===== config.mk =====
export PLATFORM = sky130hd
export DESIGN_NAME = poly_note_player
export DESIGN_NICKNAME = d
export VERILOG_FILES = /design/src/rtl/poly_note_player.sv
export SDC_FILE = /design/constraint.sdc
export NUM_CORES = 1
export LEC_CHECK = 0
export CAP_MARGIN = 20
export CORE_ASPECT_RATIO = 0.8
export CORE_MARGIN = 1
export CORE_UTILIZATION = 36
export DETAILED_ROUTE_END_ITERATION = 12
export MAX_ROUTING_LAYER = met4
export SYNTH_ARGS = -nofsm -noshare
export SYNTH_HDL_FRONTEND = slang
export SYNTH_SLANG_ARGS = --single-unit
export TNS_END_PERCENT = 50

===== constraint.sdc =====
create_clock -name clk -period 17.52 [get_ports clk]
set_input_delay 3.504 -clock clk [delete_from_list [all_inputs] [get_ports clk]]
set_output_delay 3.504 -clock clk [all_outputs]
set_load 0.005 [all_outputs]

===== src/rtl/poly_note_player.sv =====
// poly_note_player: VOICES independent note slots, each with its own beat
// counter and phase accumulator. The slots are mixed into one signed 16-bit
// sample per request by a sequencer that runs FREQ/STEP/SINE once per slot.
// The frequency and quarter-wave sine tables are built in as registered
// lookups: step = note * 5461, sine(a) = a * (2047 - a) / 32.
module poly_note_player #(
  parameter int VOICES = 2,
  parameter int VSEL_W = 1
) (
  input  logic              clk,
  input  logic              reset,
  input  logic              play_enable,
  input  logic              load_new_note,
  input  logic [VSEL_W-1:0] load_voice,
  input  logic [5:0]        note_to_load,
  input  logic [5:0]        duration_to_load,
  input  logic              beat,
  input  logic              generate_next_sample,
  output logic [VOICES-1:0] voice_busy,
  output logic [VOICES-1:0] done_with_note,
  output logic [15:0]       sample_out,
  output logic              new_sample_ready
);

  localparam int DATA_W = 16;
  localparam int SHIFT  = (VOICES == 4) ? 2 : ((VOICES == 2) ? 1 : 0);

  typedef enum logic [2:0] {S_IDLE, S_FREQ, S_STEP, S_SINE, S_OUT} state_t;

  state_t                    r_state, w_next;
  logic [VSEL_W-1:0]         r_v;
  logic [5:0]                r_note   [VOICES];
  logic [5:0]                r_rem    [VOICES];
  logic [21:0]               r_phase  [VOICES];
  logic [VOICES-1:0]         r_active;
  logic [VOICES-1:0]         r_done;
  logic [19:0]               r_step_p1;
  logic signed [DATA_W-1:0]  r_sine_p2;
  logic [1:0]                r_quad_p2;
  logic signed [17:0]        r_acc;
  logic signed [DATA_W-1:0]  r_sample;

  logic                      w_last;
  logic                      w_cur_play;
  logic                      w_beat_en;
  logic                      w_accept;
  logic                      w_step_wr;
  logic [21:0]               w_phase_new;
  logic [9:0]                w_addr;
  logic signed [DATA_W-1:0]  w_sine_val;
  logic signed [17:0]        w_contrib;
  logic signed [17:0]        w_acc_sum;

  function automatic logic [19:0] freq_lut(input logic [5:0] n);
    return 20'(int'(n) * 5461);
  endfunction

  function automatic logic signed [DATA_W-1:0] sine_lut(input logic [9:0] a);
    int x;
    x = int'(a);
    return DATA_W'((x * (2047 - x)) >>> 5);
  endfunction

  // Dividing by the voice count with an arithmetic shift keeps the mix in range.
  function automatic logic signed [DATA_W-1:0] mix_scale(input logic signed [17:0] acc);
    return DATA_W'(acc >>> SHIFT);
  endfunction

  assign w_last      = (r_v == VSEL_W'(VOICES - 1));
  assign w_cur_play  = r_active[r_v] && (r_note[r_v] != 6'd0);
  assign w_beat_en   = beat && play_enable;
  assign w_accept    = generate_next_sample && play_enable;
  assign w_step_wr   = (r_state == S_STEP) && w_cur_play;
  assign w_phase_new = w_cur_play ? (r_phase[r_v] + {2'b00, r_step_p1}) : r_phase[r_v];
  assign w_addr      = w_phase_new[20] ? ~w_phase_new[19:10] : w_phase_new[19:10];
  assign w_sine_val  = r_quad_p2[1] ? -r_sine_p2 : r_sine_p2;
  assign w_contrib   = w_cur_play ? {{2{w_sine_val[DATA_W-1]}}, w_sine_val} : 18'sd0;
  assign w_acc_sum   = r_acc + w_contrib;

  assign voice_busy       = r_active;
  assign done_with_note   = r_done;
  assign sample_out       = r_sample;
  assign new_sample_ready = (r_state == S_OUT);

  // Sequencer state register.
  always_ff @(posedge clk) begin
    if (reset) r_state <= S_IDLE;
    else       r_state <= w_next;
  end

  // Sequencer next-state: one FREQ/STEP/SINE triple per slot, then OUT.
  always_comb begin
    w_next = r_state;
    case (r_state)
      S_IDLE:  if (w_accept) w_next = S_FREQ;
      S_FREQ:  w_next = S_STEP;
      S_STEP:  w_next = S_SINE;
      S_SINE:  w_next = w_last ? S_OUT : S_FREQ;
      S_OUT:   w_next = S_IDLE;
      default: w_next = S_IDLE;
    endcase
  end

  // Sequencer datapath: step lookup, phase-to-sine lookup, mix accumulation.
  always_ff @(posedge clk) begin
    if (reset) begin
      r_v       <= '0;
      r_step_p1 <= '0;
      r_sine_p2 <= '0;
      r_quad_p2 <= '0;
      r_acc     <= '0;
      r_sample  <= '0;
    end else begin
      case (r_state)
        S_IDLE: begin
          if (w_accept) begin
            r_acc <= '0;
            r_v   <= '0;
          end
        end
        // stage p1: note -> phase step
        S_FREQ: r_step_p1 <= freq_lut(r_note[r_v]);
        // stage p2: advanced phase -> quarter-wave sample plus its quadrant
        S_STEP: begin
          r_sine_p2 <= sine_lut(w_addr);
          r_quad_p2 <= w_phase_new[21:20];
        end
        // stage p3: signed sample into the mix; last slot publishes the result
        S_SINE: begin
          r_acc <= w_acc_sum;
          if (w_last) r_sample <= mix_scale(w_acc_sum);
          else        r_v      <= r_v + VSEL_W'(1);
        end
        default: ;
      endcase
    end
  end

  // Slot state: loads win over beats and phase steps for their own slot.
  always_ff @(posedge clk) begin
    if (reset) begin
      for (int v = 0; v < VOICES; v++) begin
        r_note[v]  <= '0;
        r_rem[v]   <= '0;
        r_phase[v] <= '0;
      end
      r_active <= '0;
      r_done   <= '0;
    end else begin
      for (int v = 0; v < VOICES; v++) begin
        r_done[v] <= 1'b0;
        if (load_new_note && (load_voice == VSEL_W'(v))) begin
          r_note[v]   <= note_to_load;
          r_rem[v]    <= duration_to_load;
          r_phase[v]  <= '0;
          r_active[v] <= (duration_to_load != 6'd0);
          r_done[v]   <= (duration_to_load == 6'd0);
        end else begin
          if (w_beat_en && r_active[v]) begin
            r_rem[v] <= r_rem[v] - 6'd1;
            if (r_rem[v] == 6'd1) begin
              r_active[v] <= 1'b0;
              r_done[v]   <= 1'b1;
            end
          end
          if (w_step_wr && (r_v == VSEL_W'(v))) r_phase[v] <= w_phase_new;
        end
      end
    end
  end

endmodule

==> results of run 1 <==
logic make-up (layout without fill, tap and decap cells):
kind of cell	after synthesis	in the layout	synth area share, %
AO/OA/AOI/OAI	245	245	12.7
XOR/XNOR	77	77	6.04
adder cells (fa/ha/maj)	197	197	24.8
buffers and inverters	182	219	5.76
flip-flops	146	146	30.1
multiplexers	43	43	3.85
AND/OR/NAND/NOR	456	456	16.8
metal layers:
layer  track usage [%]  wire, µm  vias to the layer above
li1                  -         -                     4604
met4              3.98       293                        0
met2              26.6     12000                       86
met1              23.3     13800                     4440
met5                 -         0                        -
met3              2.75       624                       21
critical path: cells and delay by family (launching register included):
family	cells	cell delay, ns
xor+xnor	3	1.32
fa+ha+maj	7	3.06
simple gates	3	0.76
flops	1	0.30
compound gates	10	2.19
buf+inv	5	0.87
mux	1	0.40
registers in the layout, summed over array words and instances (netlist names), named ones only:
signal and cells:
r_note 12, sample_out 16, r_rem 12, r_step_p1 19, r_state 3, r_phase 44, r_acc 17, r_v 1
voice_busy 2, done_with_note 2, r_sine_p2 16, r_quad_p2 1
how the worst min path moves through the flow:
stage | from | endpoint | slack (ns) | cells past startpoint
CTS | sample_out[14] | sample_out[14] | 0.45 | 2
detailed placement | sample_out[14] | sample_out[14] | 0.45 | 2
floorplan | r_step_p1[14] | r_step_p1[14] | 0.44 | 2
finish | sample_out[14] | sample_out[14] | 0.46 | 2
global placement | sample_out[14] | sample_out[14] | 0.44 | 2
global route | sample_out[7] | sample_out[7] | 0.49 | 2
power by group:
part | internal (mW) | switching, mW | total [mW] | leakage (nW)
registers | 0.384 | 0.0224 | 0.407 | 1.35
clock network | 0.202 | 0.153 | 0.355 | 0.264
logic | 0.642 | 0.838 | 1.48 | 4.20
layout by cell type, fill, tap and decap left out, types with 16 or more instances in the layout:
cell type,n
fa_1,67
nor2_1,175
inv_1,126
a22oi_1,16
mux2_2,24
mux2i_1,19
xnor2_1,40
clkbuf_16,17
a21oi_1,86
nand2_1,159
o21ai_0,52
a21o_1,20
xor2_1,32
edfxtp_1,68
nand3_1,20
dfxtp_1,78
clkdlybuf4s50_1,38
ha_1,130
a211oi_1,17
cell type report:
cell class	instances	area [µm²]
Fill cell	3356	19200
Multi-Input combinational cell	1018	7690
Inverter	135	507
Clock buffer	19	453
Timing Repair Buffer	52	490
Clock inverter	13	113
Sequential cell	146	3600
Tap cell	427	534
==> results.sh, run 1 <==
export IMPL_outcome="completed"
export IMPL_synth_warnings=0
export IMPL_vias=9151
export IMPL_drtAntennaViolNets=0
export IMPL_ys_seq_area_share_pct=30.1
export IMPL_cts_hold_buffers=0
export IMPL_pre_cts_ws_ns=8.21
export IMPL_hpwlAfterDp_um=20200
export IMPL_crit_arrival_ns=9.34
export IMPL_num_rows=59
export IMPL_min_path_type="reg -> reg"
export IMPL_post_synth_top_count_cell="nor2_1"
export IMPL_yosys_area_top_type_share_pct=17.1
export IMPL_cts_setup_buffers=0
export IMPL_power_mw=2.24
export IMPL_fin_tns_setup_ns=0
export IMPL_criticalPathCategory="reg -> reg"
export IMPL_grt_pass1_vias=9142
export IMPL_die_area_um2=34000
export IMPL_drtPass1Iterations=5
export IMPL_path_max_fanout=30
export IMPL_die_x_um=206
export IMPL_final_cell_area_um2=13400
export IMPL_drive_above_1_share_pct=6.72
export IMPL_fin_crit_sh_pct=51.4
export IMPL_dr_first_iter_drc_count=478
export IMPL_setup_violations=0
export IMPL_reg2regPathDepth=29
export IMPL_rsz0062_at_grt="false"
export IMPL_drv_cap=0
export IMPL_hold_viol=0
export IMPL_routed_via_density=5.06
export IMPL_io_buffers=39
export IMPL_syn_to_final_growth_pct=11.9
export IMPL_wl_per_cell_um=14.8
export IMPL_grt_start_max_net_pins=86
export IMPL_cts_sinks=146
export IMPL_power_leakage_nw=5.82
export IMPL_gr_total_overflow=0
export IMPL_cts_max_path_buffers=2
export IMPL_syn_area_per_cell_um2=8.90
export IMPL_gp_congestion=0.910
export IMPL_start_util_pct=36.7
export IMPL_r2r_end="r_sine_p2[15]"
export IMPL_tightest_slew_ns=0.988
export IMPL_core_area_um2=32600
export IMPL_dp_cells=1775
export IMPL_cts_tree="built"
export IMPL_netlist_top_cells_count="nor2_1 (175), nand2_1 (159), ha_1 (130)"
export IMPL_fmax_ghz=0.111
export IMPL_dominantRegCellSynth="dfxtp_1"
export IMPL_cts_root_buffer="clkbuf_16"
export IMPL_die_h_um=165
export IMPL_peakVddDrop_uv=171
export IMPL_wirelength_um=26700
export IMPL_async_reset_ff_share_pct=0
export IMPL_layout_nets=1586
export IMPL_crit_path_max_incr_delay_ns=0.61
export IMPL_grt_pass1_wl_um=44900
export IMPL_endpoint="r_sine_p2[15]"
export IMPL_drc=0
export IMPL_grt_usage_pct=17.1
export IMPL_cts_made_buffers=17
export IMPL_synth_edf_count=68
export IMPL_layoutNonFillerInstCount=1810
export IMPL_hold_slack_ns=0.455
export IMPL_clk_latency_ns=0.43
export IMPL_htree_num_levels=4
export IMPL_final_core_util_pct=41.0
export IMPL_cts_resized_gates=0
export IMPL_cts_clk_slew_worst_paths_ns=0.06
export IMPL_syn_area_um2=12000
export IMPL_yosys_area_top_type="edfxtp_1"
export IMPL_relSlewSlack_pct=33.9
export IMPL_boundaryPins=40
export IMPL_synth_area_leaders="edfxtp_1 (17%), ha_1 (14%), dfxtp_1 (13%), fa_1 (11%), nor2_1 (5.5%)"
export IMPL_crit_slowest_cell="xor2_1"
export IMPL_placed_cell_area_um2=12800
export IMPL_slew_viol_final=0
export IMPL_reg2reg_setup_slack_ns=8.52
export IMPL_powerDensity_nw_per_um2=167
export IMPL_cp_end_kind="flip-flop"
export IMPL_worst_slack_ns=8.52
export IMPL_crit_required_ns=17.86
export IMPL_synthDistinctLibCells=63
export IMPL_postSynthCellCount=1346
export IMPL_path_common_cell="fa_1"
export IMPL_startpoint_type="flip-flop"
export IMPL_skew_ns=0.00851
export IMPL_antenna_found_initial=0
export IMPL_synth_nets=1562
export IMPL_min_period_ns=9.00
export IMPL_antenna_cells=0
export IMPL_yosys_register_bits=146
Power figures use the tool's default switching activity.
==> run 2, diff against run 1 <==
- clock period: 17.52 -> 7.83 ns (I/O delays scaled with it)
==> results.sh, run 2 (synthesis gave the netlist of run 1 again) <==
export IMPL_boundaryPins=40
export IMPL_slew_viol_final=0
export IMPL_gr_total_overflow=0
export IMPL_antenna_found_initial=0
export IMPL_final_common_cell="nor2_1"
export IMPL_wl_per_cell_um=15.1
export IMPL_top_register="r_phase"
export IMPL_core_area_um2=32600
export IMPL_power_mw=5.74
export IMPL_die_x_um=206
export IMPL_grt_pass1_wl_um=46900
export IMPL_final_cell_mix="nor2_1 (174), nand2_1 (156), ha_1 (124)"
export IMPL_num_rows=59
export IMPL_dr_first_iter_drc_count=540
export IMPL_cts_sinks=146
export IMPL_largest_reg_flops=44
export IMPL_start_util_pct=36.7
export IMPL_cts_max_path_buffers=2
export IMPL_crit_arrival_ns=7.99
export IMPL_hold_slack_ns=0.460
export IMPL_hpwlAfterDp_um=21400
export IMPL_tightest_slew_ns=0.877
export IMPL_drtPass1Iterations=4
export IMPL_fin_crit_sh_pct=98.1
export IMPL_fmax_ghz=0.130
export IMPL_startpoint_type="flip-flop"
export IMPL_min_period_ns=7.68
export IMPL_outcome="completed"
export IMPL_criticalPathCategory="reg -> reg"
export IMPL_path_common_cell="fa_1"
export IMPL_crit_slowest_cell="fa_1"
export IMPL_hold_viol=0
export IMPL_wirelength_um=28100
export IMPL_io_buffers=39
export IMPL_drive_above_1_share_pct=13.3
export IMPL_cts_root_buffer="clkbuf_16"
export IMPL_grt_usage_pct=18.1
export IMPL_htree_num_levels=4
export IMPL_cts_made_buffers=17
export IMPL_cts_tree="built"
export IMPL_routed_via_density=5.02
export IMPL_power_leakage_nw=6.20
export IMPL_drv_cap=0
export IMPL_powerDensity_nw_per_um2=404
export IMPL_cts_hold_buffers=0
export IMPL_layout_nets=1642
export IMPL_reg_top3="r_phase: 44 flops, r_step_p1: 19 flops, r_acc: 17 flops"
export IMPL_peakVddDrop_uv=544
export IMPL_crit_required_ns=8.14
export IMPL_cp_end_kind="flip-flop"
export IMPL_antenna_cells=0
export IMPL_skew_ns=0.00967
export IMPL_min_path_type="reg -> reg"
export IMPL_path_max_fanout=8
export IMPL_clk_latency_ns=0.44
export IMPL_drtAntennaViolNets=0
export IMPL_gp_congestion=0.878
export IMPL_drc=0
export IMPL_die_area_um2=34000
export IMPL_die_h_um=165
export IMPL_syn_to_final_growth_pct=18.8
export IMPL_vias=9367
export IMPL_relSlewSlack_pct=41.4
export IMPL_grt_pass1_vias=9198
export IMPL_rsz0062_at_grt="true"
export IMPL_setup_violations=0
export IMPL_cts_clk_slew_worst_paths_ns=0.06
export IMPL_layoutNonFillerInstCount=1866
export IMPL_crit_path_max_incr_delay_ns=0.55
export IMPL_grt_start_max_net_pins=60
export IMPL_dp_cells=1812
-- run 2: path summary, 6_finish.rpt --
| kind | startpoint | endpoint | slack, ns | cells after the start |
|---|---|---|---|---|
| worst max-delay path | flip-flop | r_sine_p2[14] | 0.15 | 32 |
| worst min-delay path | sample_out[9] | sample_out[9] | 0.46 | 2 |
| worst max register to register | flip-flop | r_sine_p2[14] | 0.15 | 32 |
| worst min register to register | sample_out[9] | sample_out[9] | 0.46 | 2 |
-- run 2: area by class of cell --
class                   count  area (µm²)
fillers                  3175       18400
multi-input cells        1019        8000
flip-flops and latches    146        3610
repair buffers            107         960
well taps                 427         534
clock buffers              24         515
inverters                 135         510
clock inverters             8        96.3
-- run 2: repair_timing --
| action | CTS | global route |
|---|---|---|
| pin swaps | 0 | 24 |
| resized for setup | 3 | 45 |
| endpoints found under the setup margin | 2 | 11 |
| setup buffers | 0 | 20 |
| cloned | 0 | 1 |
-- run 2: through the flow --
step	area (µm²)	setup slack, ns	TNS [ns]	util (%)
after floorplan	12100	0.0120	0	-
after global placement	13200	0.0408	0	40.5
after detailed placement	13200	-0.0643	-0.0643	40.5
after CTS	13800	0.0286	0	42.4
after global routing	14200	-0.156	-0.622	43.6
final	14200	0.146	0	43.6
-- run 2: power breakdown --
part           internal [mW]  switching, mW  leakage (nW)
Combinational           1.82           2.16          4.54
Sequential             0.860         0.0518          1.35
Clock                  0.525          0.325         0.304
Total                   3.21           2.54          6.20
-- run 2: routing by layer --
metal / global-route usage [%] / wire (µm) / part of all wire, %
met3: 3.91 / 1040 / 3.7
met4: 3.41 / 226 / 0.80
met1: 25.6 / 14500 / 51
met2: 26.5 / 12400 / 44
met5: - / 0 / 0
-- run 2: worst max-delay path, delay by kind of cell, from the launching register on --
| family | cells | cell delay [ns] |
|---|---|---|
| AOI/OAI and AO/OA | 8 | 1.63 |
| and+or+nand+nor | 4 | 0.69 |
| xor gates and xnor gates | 3 | 0.41 |
| muxes | 2 | 0.44 |
| adders and majority gates | 7 | 3.04 |
| DFF | 1 | 0.40 |
| buffers and inverters | 8 | 0.91 |
==> run 3, diff against run 2 <==
- ABC_CLOCK_PERIOD_IN_PS: not set -> 7830
- CORE_UTILIZATION: 36 -> 45
- HOLD_SLACK_MARGIN: not set -> 0.02
==> results.sh, run 3 (synthesis gave the netlist of run 1 again) <==
export IMPL_outcome="completed"
export IMPL_grtUsageMet1_pct=31.8
export IMPL_syn_to_final_growth_pct=18.6
export IMPL_start_util_pct=45.7
export IMPL_die_x_um=184
export IMPL_crit_arrival_ns=7.95
export IMPL_fin_crit_sh_pct=96.9
export IMPL_grt_start_max_net_pins=86
export IMPL_relSlewSlack_pct=35.9
export IMPL_tightest_slew_ns=0.960
export IMPL_startpoint_type="flip-flop"
export IMPL_cts_clk_slew_worst_paths_ns=0.07
export IMPL_cts_tree="built"
export IMPL_antenna_found_initial=0
export IMPL_use_met2_pct=34.8
export IMPL_grt_busiest_layer="met2"
export IMPL_reg_top3="r_phase: 44 flops, r_step_p1: 19 flops, r_acc: 17 flops"
export IMPL_hold_start="sample_out[10]"
export IMPL_criticalPathCategory="reg -> reg"
export IMPL_cts_root_buffer="clkbuf_16"
export IMPL_path_max_fanout=8
export IMPL_reg2regPathDepth=30
export IMPL_pre_cts_ws_ns=-0.131
export IMPL_grt_pass1_wl_um=47300
export IMPL_gr_total_overflow=0
export IMPL_final_cell_mix="nor2_1 (175), nand2_1 (157), inv_1 (121), ha_1 (121), a21oi_1 (82)"
export IMPL_wirelength_um=28600
export IMPL_hold_path_depth=2
export IMPL_drtPass1Iterations=5
export IMPL_antenna_cells=0
export IMPL_wl_per_cell_um=15.9
export IMPL_cp_end_kind="flip-flop"
export IMPL_cts_max_path_buffers=2
export IMPL_drc=0
export IMPL_skew_ns=0.00871
export IMPL_worst_slack_ns=0.240
export IMPL_path_buf_inv=6
export IMPL_drv_cap=0
export IMPL_dr_first_iter_drc_count=551
export IMPL_power_leakage_nw=6.21
export IMPL_core_area_um2=26200
export IMPL_power_mw=5.84
export IMPL_top_register="r_phase"
export IMPL_path_common_cell="fa_1"
export IMPL_largest_reg_flops=44
export IMPL_crit_required_ns=8.19
export IMPL_cts_sinks=146
export IMPL_min_period_ns=7.59
export IMPL_num_rows=53
export IMPL_final_common_cell="nor2_1"
export IMPL_layout_nets=1643
export IMPL_clk_latency_ns=0.44
export IMPL_hold_viol=0
export IMPL_hpwlAfterDp_um=21400
export IMPL_slew_viol_final=0
export IMPL_boundaryPins=40
export IMPL_peakVddDrop_uv=718
export IMPL_rsz0062_at_grt="true"
export IMPL_cts_hold_buffers=0
export IMPL_routed_via_density=5.19
export IMPL_gp_congestion=0.859
export IMPL_drtAntennaViolNets=0
export IMPL_cp_depth=30
export IMPL_fmax_ghz=0.132
export IMPL_vias=9326
export IMPL_crit_family="adder cells"
export IMPL_die_h_um=148
export IMPL_crit_slowest_cell="fa_1"
export IMPL_min_path_type="reg -> reg"
export IMPL_die_area_um2=27300
export IMPL_grt_usage_pct=22.7
export IMPL_fillers=2404
export IMPL_setup_violations=0
export IMPL_grt_util_met3_pct=3.50
export IMPL_crit_path_max_incr_delay_ns=0.55
export IMPL_htree_num_levels=4
export IMPL_grt_pass1_vias=9182
export IMPL_io_buffers=39
export IMPL_drive_above_1_share_pct=13.5
export IMPL_cts_made_buffers=17
export IMPL_powerDensity_nw_per_um2=412
-- run 3: stage by stage --
| step | area [µm²] | util, % | TNS [ns] | hold slack [ns] | cells |
|---|---|---|---|---|---|
| after detailed placement | 13200 | 50.2 | -0.245 | 0.449 | 1744 |
| after floorplan | 12100 | - | 0 | 0.436 | 1346 |
| after global placement | 13200 | 50.2 | -0.0597 | 0.443 | 1744 |
| after global routing | 14200 | 54.2 | -0.186 | 0.481 | 1797 |
| final | 14200 | 54.2 | 0 | 0.456 | 1797 |
| after CTS | 13800 | 52.7 | 0 | 0.460 | 1780 |
-- run 3: worst paths after layout --
kind         slack (ns)             end
max                0.24   r_sine_p2[15]
min                0.46  sample_out[10]
max reg2reg        0.24   r_sine_p2[15]
min reg2reg        0.46  sample_out[10]
-- run 3: worst reg2reg max path: cells and delay by family, from the launching register on --
| kind | cells | cell delay, ns |
|---|---|---|
| muxes | 1 | 0.34 |
| xor gates and xnor gates | 3 | 0.48 |
| and+or+nand+nor | 6 | 1.06 |
| AOI/OAI and AO/OA | 7 | 1.53 |
| DFF | 1 | 0.42 |
| adders and majority gates | 7 | 3.06 |
| buffers and inverters | 6 | 0.63 |
-- run 3: power by group --
part           internal, mW  switching [mW]  total [mW]
Combinational          1.88            2.20        4.08
Sequential            0.859          0.0540       0.913
Clock                 0.478           0.367       0.845
-- run 3: per-layer routing --
metal  wire [µm]  vias up  part of all wire (%)
li1            -     4724                     -
met1       14300     4446                    50
met2       13200      133                    46
met3         880       23                   3.1
met4         266        0                  0.93
met5           0        -                     0
-- run 3: what timing repair did --
action	in CTS	in global routing
setup endpoints to repair	8	10
hold endpoints to repair	0	0
pin swaps	3	32
gates cloned	0	1
setup buffers	4	14
gates resized for setup	3	47
-- run 3: layout make-up --
cell class / count / area, µm² / area share [%]
clock buffer: 17 / 425 / 3.00
clock inverter: 15 / 169 / 1.19
inverter: 135 / 510 / 3.60
multi-input combinational: 1018 / 8000 / 56.4
sequential: 146 / 3610 / 25.4
tap: 357 / 447 / 3.15
timing repair buffer: 109 / 1040 / 7.31
